File: config.mk
export PLATFORM = sky130hd
export DESIGN_NAME = hazard_sequencer
export DESIGN_NICKNAME = d
export VERILOG_FILES = /design/src/rtl/hazard_sequencer_pkg.sv /design/src/rtl/hazard_sequencer_hz_sat_counter.sv /design/src/rtl/hazard_sequencer.sv
export SDC_FILE = /design/constraint.sdc
export NUM_CORES = 1
export LEC_CHECK = 0
export ABC_AREA = 0
export ABC_CLOCK_PERIOD_IN_PS = 2900
export CAP_MARGIN = 5
export CORE_MARGIN = 2
export CORE_UTILIZATION = 27
export CTS_BUF_LIST = sky130_fd_sc_hd__clkbuf_16
export CTS_CLUSTER_DIAMETER = 120
export CTS_CLUSTER_SIZE = 12
export DETAILED_ROUTE_END_ITERATION = 12
export GPL_ROUTABILITY_DRIVEN = 0
export GPL_TIMING_DRIVEN = 1
export PLACE_DENSITY = 0.86
export REMOVE_ABC_BUFFERS = 1
export SLEW_MARGIN = 30
export SYNTH_ARGS = -nofsm -noshare
export SYNTH_HDL_FRONTEND = slang
export SYNTH_SLANG_ARGS = --single-unit
File: constraint.sdc
create_clock -name clk -period 2.9 [get_ports clk]
set_input_delay 0.29 -clock clk [delete_from_list [all_inputs] [get_ports clk]]
set_output_delay 0.29 -clock clk [all_outputs]
set_load 0.03 [all_outputs]
File: src/rtl/hazard_sequencer_pkg.sv
// Shared types and defaults for the pipeline hazard sequencer.
// Optional perf counters are enabled with HAZ_PERF_CNT_EN.
package hazard_sequencer_pkg;

    typedef enum logic [1:0] {
        HZ_RUN      = 2'd0,
        HZ_MEM_WAIT = 2'd1
    } hz_state_t;

    localparam int HZ_CNT_W_DEF  = 32;
    localparam int HZ_REG_AW_DEF = 5;

endpackage

File: src/rtl/hazard_sequencer_hz_sat_counter.sv
// Saturating event counter with synchronous clear.
// Holds at all-ones instead of wrapping.
module hz_sat_counter #(
    parameter int W = 32
) (
    input  logic         clk,
    input  logic         clr,
    input  logic         en,
    output logic [W-1:0] count
);

    always_ff @(posedge clk) begin
        if (clr) begin
            count <= '0;
        end else if (en && (count != '1)) begin
            count <= count + W'(1);
        end
    end

endmodule

File: src/rtl/hazard_sequencer.sv
// Hazard and stall sequencer for the 5-stage RV32I pipeline.
// Define HAZ_PERF_CNT_EN to build the saturating perf counters.
module hazard_sequencer
    import hazard_sequencer_pkg::*;
#(
    parameter int REG_AW = HZ_REG_AW_DEF,
    parameter int CNT_W  = HZ_CNT_W_DEF
) (
    input  logic              clk,
    input  logic              rst,
    input  logic [REG_AW-1:0] id_rs1,
    input  logic [REG_AW-1:0] id_rs2,
    input  logic              id_use_rs1,
    input  logic              id_use_rs2,
    input  logic [REG_AW-1:0] ex_rd,
    input  logic              ex_is_load,
    input  logic              ex_redirect,
    input  logic              mem_req,
    input  logic              mem_ready,
    output logic              hold_front,
    output logic              hold_back,
    output logic              flush_ifid,
    output logic              bubble_idex,
    output logic              bubble_memwb,
    output hz_state_t         seq_state,
    output logic [CNT_W-1:0]  cnt_load_use,
    output logic [CNT_W-1:0]  cnt_mem_wait,
    output logic [CNT_W-1:0]  cnt_flush
);

    hz_state_t state;

    logic mem_stall;
    logic rs1_hit;
    logic rs2_hit;
    logic load_use;
    logic take_stall;
    logic take_flush;
    logic take_lu;

    assign mem_stall = mem_req & ~mem_ready;
    assign rs1_hit   = id_use_rs1 & (id_rs1 == ex_rd);
    assign rs2_hit   = id_use_rs2 & (id_rs2 == ex_rd);
    assign load_use  = ex_is_load & (ex_rd != '0) & (rs1_hit | rs2_hit);

    // One winner per cycle: memory stall, then redirect, then load-use.
    assign take_stall = ~rst & mem_stall;
    assign take_flush = ~rst & ~mem_stall & ex_redirect;
    assign take_lu    = ~rst & ~mem_stall & ~ex_redirect & load_use;

    // Continuous stalls keep the state in MEM_WAIT with no dead cycle.
    always_ff @(posedge clk) begin
        if (rst) begin
            state <= HZ_RUN;
        end else begin
            case (state)
                HZ_RUN:      state <= mem_stall ? HZ_MEM_WAIT : HZ_RUN;
                HZ_MEM_WAIT: state <= mem_stall ? HZ_MEM_WAIT : HZ_RUN;
                default:     state <= HZ_RUN;
            endcase
        end
    end

    always_comb begin
        hold_front   = 1'b0;
        hold_back    = 1'b0;
        flush_ifid   = 1'b0;
        bubble_idex  = 1'b0;
        bubble_memwb = 1'b0;
        unique case (1'b1)
            take_stall: begin
                hold_front   = 1'b1;
                hold_back    = 1'b1;
                bubble_memwb = 1'b1;
            end
            take_flush: begin
                flush_ifid  = 1'b1;
                bubble_idex = 1'b1;
            end
            take_lu: begin
                hold_front  = 1'b1;
                bubble_idex = 1'b1;
            end
            default: ;
        endcase
    end

    assign seq_state = rst ? HZ_RUN : state;

`ifdef HAZ_PERF_CNT_EN
    logic [CNT_W-1:0] lu_q;
    logic [CNT_W-1:0] mw_q;
    logic [CNT_W-1:0] fl_q;

    hz_sat_counter #(.W(CNT_W)) u_cnt_lu (
        .clk   (clk),
        .clr   (rst),
        .en    (take_lu),
        .count (lu_q)
    );

    hz_sat_counter #(.W(CNT_W)) u_cnt_mw (
        .clk   (clk),
        .clr   (rst),
        .en    (take_stall),
        .count (mw_q)
    );

    hz_sat_counter #(.W(CNT_W)) u_cnt_fl (
        .clk   (clk),
        .clr   (rst),
        .en    (take_flush),
        .count (fl_q)
    );

    assign cnt_load_use = rst ? '0 : lu_q;
    assign cnt_mem_wait = rst ? '0 : mw_q;
    assign cnt_flush    = rst ? '0 : fl_q;
`else
    assign cnt_load_use = '0;
    assign cnt_mem_wait = '0;
    assign cnt_flush    = '0;
`endif

endmodule

# --- Word level (Yosys, flattened, before mapping) ---
# Cells that the tools add are included.
op_classes:
  eq_ne: 3
  n_reduce_logical: 6
  bitwise: 16
  muxes: 6
ops:
  columns: ["op", "count"]
  rows:
  - ["1-bit AND", 10]
  - ["5-bit equality test", 2]
  - ["2-bit OR reduction", 4]
  - ["1-bit two-way mux", 5]
  - ["1-bit NOT", 5]
  - ["5-bit nonzero test", 1]
  - ["2-bit by 1-bit equality test with 1-bit output, second input constant", 1]
  - ["2-bit zero test", 1]
  - ["2-bit two-way mux", 1]
  - ["1-bit OR", 1]
word_totals:
  regBits: 2
  elab_cells: 32
  out_inout_bits: 103

# --- Logic depth before layout (Yosys ltp) ---
logic_depth:
  depth_word: 8
  ltp_mapped: 4

# --- Least setup slack after synthesis ---
# Ideal clock, no wire load.
synth_path:
  path_kind: "input-to-output"
  startpoint: "input port rst"
  endpoint: "output port hold_front"
  path_slack_ps: 1079
  t_arrival_ps: 1531
  t_required_ps: 2610
  cell_stages: 2
  n_path_buf: 0
  path_cell_list: "nor3b_1 > o21bai_1"
synth_via:
  elab_chain_len: 6
  word_cells_on_any_way: 7
  cone_classes: "mux: 1; bitwise: 5; reduce/logical: 1"
synth_rtl:
  columns: ["item", "line", "rtl"]
  rows:
  - ["start: declaration", "hazard_sequencer.sv:10", "input logic rst,"]
  - ["1-bit NOT (*)", "hazard_sequencer.sv:47, hazard_sequencer.sv:49", null]
  - ["1-bit AND (3 in a row)", "hazard_sequencer.sv:49", "assign take_lu = ~rst & ~mem_stall & ~ex_redirect & load_use;"]
  - ["2-bit OR reduction (no line) (*)", null, null]
  - ["1-bit two-way mux (*)", "hazard_sequencer.sv:70", "unique case (1'b1)"]
  - ["end: declaration", "hazard_sequencer.sv:20", "output logic hold_front,"]
# Mark *: on every way between the ends. The rest lies on a longest branch, timed or not.

# --- Worst setup path in the final report ---
layout_path:
  startpoint: "input port ex_rd[3]"
  endpoint: "output port bubble_idex"
layout_via:
  elab_chain_len: 7
  word_cells_on_any_way: 11
  cone_classes: "eq/ne: 2; mux: 1; bitwise: 6; reduce/logical: 2"
layout_rtl:
  columns: ["item", "line", "rtl"]
  rows:
  - ["start: declaration", "hazard_sequencer.sv:15", "input logic [REG_AW-1:0] ex_rd,"]
  - ["5-bit equality test, on equally long branches", "hazard_sequencer.sv:42, hazard_sequencer.sv:43", null]
  - ["1-bit AND, on equally long branches", "hazard_sequencer.sv:42, hazard_sequencer.sv:43", null]
  - ["1-bit OR", "hazard_sequencer.sv:44", "assign load_use = ex_is_load & (ex_rd != '0) & (rs1_hit | rs2_hit);"]
  - ["1-bit AND (*)", "hazard_sequencer.sv:44", null]
  - ["1-bit AND (*)", "hazard_sequencer.sv:49", null]
  - ["2-bit OR reduction (no line) (*)", null, null]
  - ["1-bit two-way mux (*)", "hazard_sequencer.sv:70", null]
  - ["end: declaration", "hazard_sequencer.sv:23", "output logic bubble_idex,"]
# Marked as above.

==> results.txt <==
Status: complete, no violations
DR vias/cell: 2.82
Largest net degree at the start of global routing: 5
Cell count after synthesis: 125
Yosys reg bits: 1
Fmax achieved: 0.385 GHz
Starting Density: 28.3%
Pwr dens: 273 mW/mm²
WS Path Type: input pin to output pin
Final wirelength: 1460 µm
Most common cell after layout, fill and taps aside: conb_1
Top Registers: state: 1 flops
Util after Layout: 27.2%
Drt wl/cell: 7.43 µm
Synth unique cells: 16
Hold_ws: 915 ps
Most frequent cells in the layout: 97 x conb_1, 28 x clkdlybuf4s50_1, 8 x xor2_1
DR vias: 555
Cell Rows: 21
Leakage: 0.497 nW
Grt total ovfl: 0
Hpwl dp: 1420 µm
Endpoints failing hold: 0
Vias in the first global route: 375
Hold wc startpoint: mem_ready
Worst hold path type: input pin to flop
Tmin final: 2600 ps
Setup TNS: 0 ps
Synth top area cells: buf_4 77%, xor2_1 7.4%, dfxtp_1 2.1%
Hold-fix buffers, CTS: 0
Vert. Die Dim: 63.4 µm
Die footprint: 0.00402 mm²
Final max-slew violation count: 0
Crit Path Max Fanout: 3
Initial antenna violation count: 0
Hold endpoint: state[0]
Nets: 176
Post-synth top area share: 77.3%
Syn_area_per_cell: 7.62 µm²
Max-cap violation count: 0
Req. time, crit path: 2610 ps
Synth area leader: buf_4
Arr. time, crit path: 2310 ps
Worst setup SP type: input pin
Post-route ant nets: 0
Drt drc: 0
Unrepaired setup endpoints after global routing: no
Port Buf Inserts: 28
Die W: 63.4 µm
Wire length of the first global-routing pass: 1760 µm
Post-CTS Setup Inserts: 0
Number of inserted diodes: 0
WHS Path Cells: 2
Ports: 126
Register bank with the most flops: state
Post-CTS Resized: 0
Max reg flops: 1
Share of cells above drive strength 1: 0.662%
Cell Area, Synth: 952 µm²
Reg clk slew, reported paths: 0 ps
Total global-route track usage: 5.36%
Area growth from synthesis to layout: -3.94%
Core footprint: 0.00336 mm²
Maximum vdd ir drop: 0.104 mV
Drt pass-1 iters: 2
Critical Path Sink Type: output pin
Final period utilization: 89.6%
Setup violations, final: 0
Initial DRC count: 2
Warnings, synthesis: 0
Sequential share of the synthesized area: 2.10%
stage by stage:
stage	power [mW]	cells	worst slack (ps)	cell area, µm²
floorplan	0.201	123	458	577
global placement	0.246	197	285	915
detailed placement	0.247	197	231	915
CTS	0.248	197	234	915
global route	0.261	197	131	915
finish	0.250	197	302	915
logic make-up (layout without fill, tap and decap cells):
| logic type | after synthesis | after routing | share of synthesized area, % |
|---|---|---|---|
| DFF | 1 | 1 | 2.10 |
| AOI/OAI and AO/OA | 5 | 5 | 4.60 |
| xor gates and xnor gates | 10 | 10 | 9.20 |
| buffers and inverters | 100 | 30 | 78.1 |
| and+or+nand+nor | 8 | 8 | 5.65 |
| other | 1 | 97 | 0.394 |
layer usage:
metal  global-route usage (%)  wire, µm  vias up  part of all wire, %
met3                     1.43       302        0                   21
met2                     10.8       766       70                   52
met4                        0         0        0                    0
met1                     5.83       394      239                   27
li1                         -         -      246                    -
met5                        0         0        -                    0
final cells by class:
class	instances	area, µm²
Fill cell	399	2450
Multi-Input combinational cell	120	549
Timing Repair Buffer	28	280
Tap cell	46	57.6
Sequential cell	1	20.0
Inverter	2	7.51
critical path, cell delays in order:
cell and delay (ps):
clkdlybuf4s50_1 470, xor2_1 190, nor4_1 280, a32oi_1 190
o21bai_1 190, clkdlybuf4s50_1 690
how the worst max path moves through the flow:
stage | from | endpoint | slack (ps) | depth (start not counted)
floorplan | rst | hold_front | 460 | 2
global placement | ex_rd[2] | bubble_idex | 280 | 6
detailed placement | ex_rd[3] | bubble_idex | 230 | 6
CTS | ex_rd[3] | bubble_idex | 230 | 6
global route | ex_rd[3] | bubble_idex | 130 | 6
finish | ex_rd[3] | bubble_idex | 300 | 6
synthesized netlist by cell type:
| cell | instances |
|---|---|
| buf_4 | 98 |
| xor2_1 | 8 |
| inv_1 | 2 |
| nor3b_1 | 2 |
| nor4_1 | 2 |
| o21bai_1 | 2 |
| xnor2_1 | 2 |
| a21oi_1 | 1 |
| a32oi_1 | 1 |
| and2_0 | 1 |
| and2_1 | 1 |
| conb_1 | 1 |
| dfxtp_1 | 1 |
| nor2b_1 | 1 |
| o2111ai_2 | 1 |
| or4_1 | 1 |
report_power, final:
part	total (mW)	internal (mW)	leakage (nW)	switching (mW)
registers	0.0147	0.0146	0.00822	0.0000720
clock network	0	0	0	0
logic	0.235	0.0422	0.489	0.193
No activity file was read; power rests on OpenSTA's default activity.
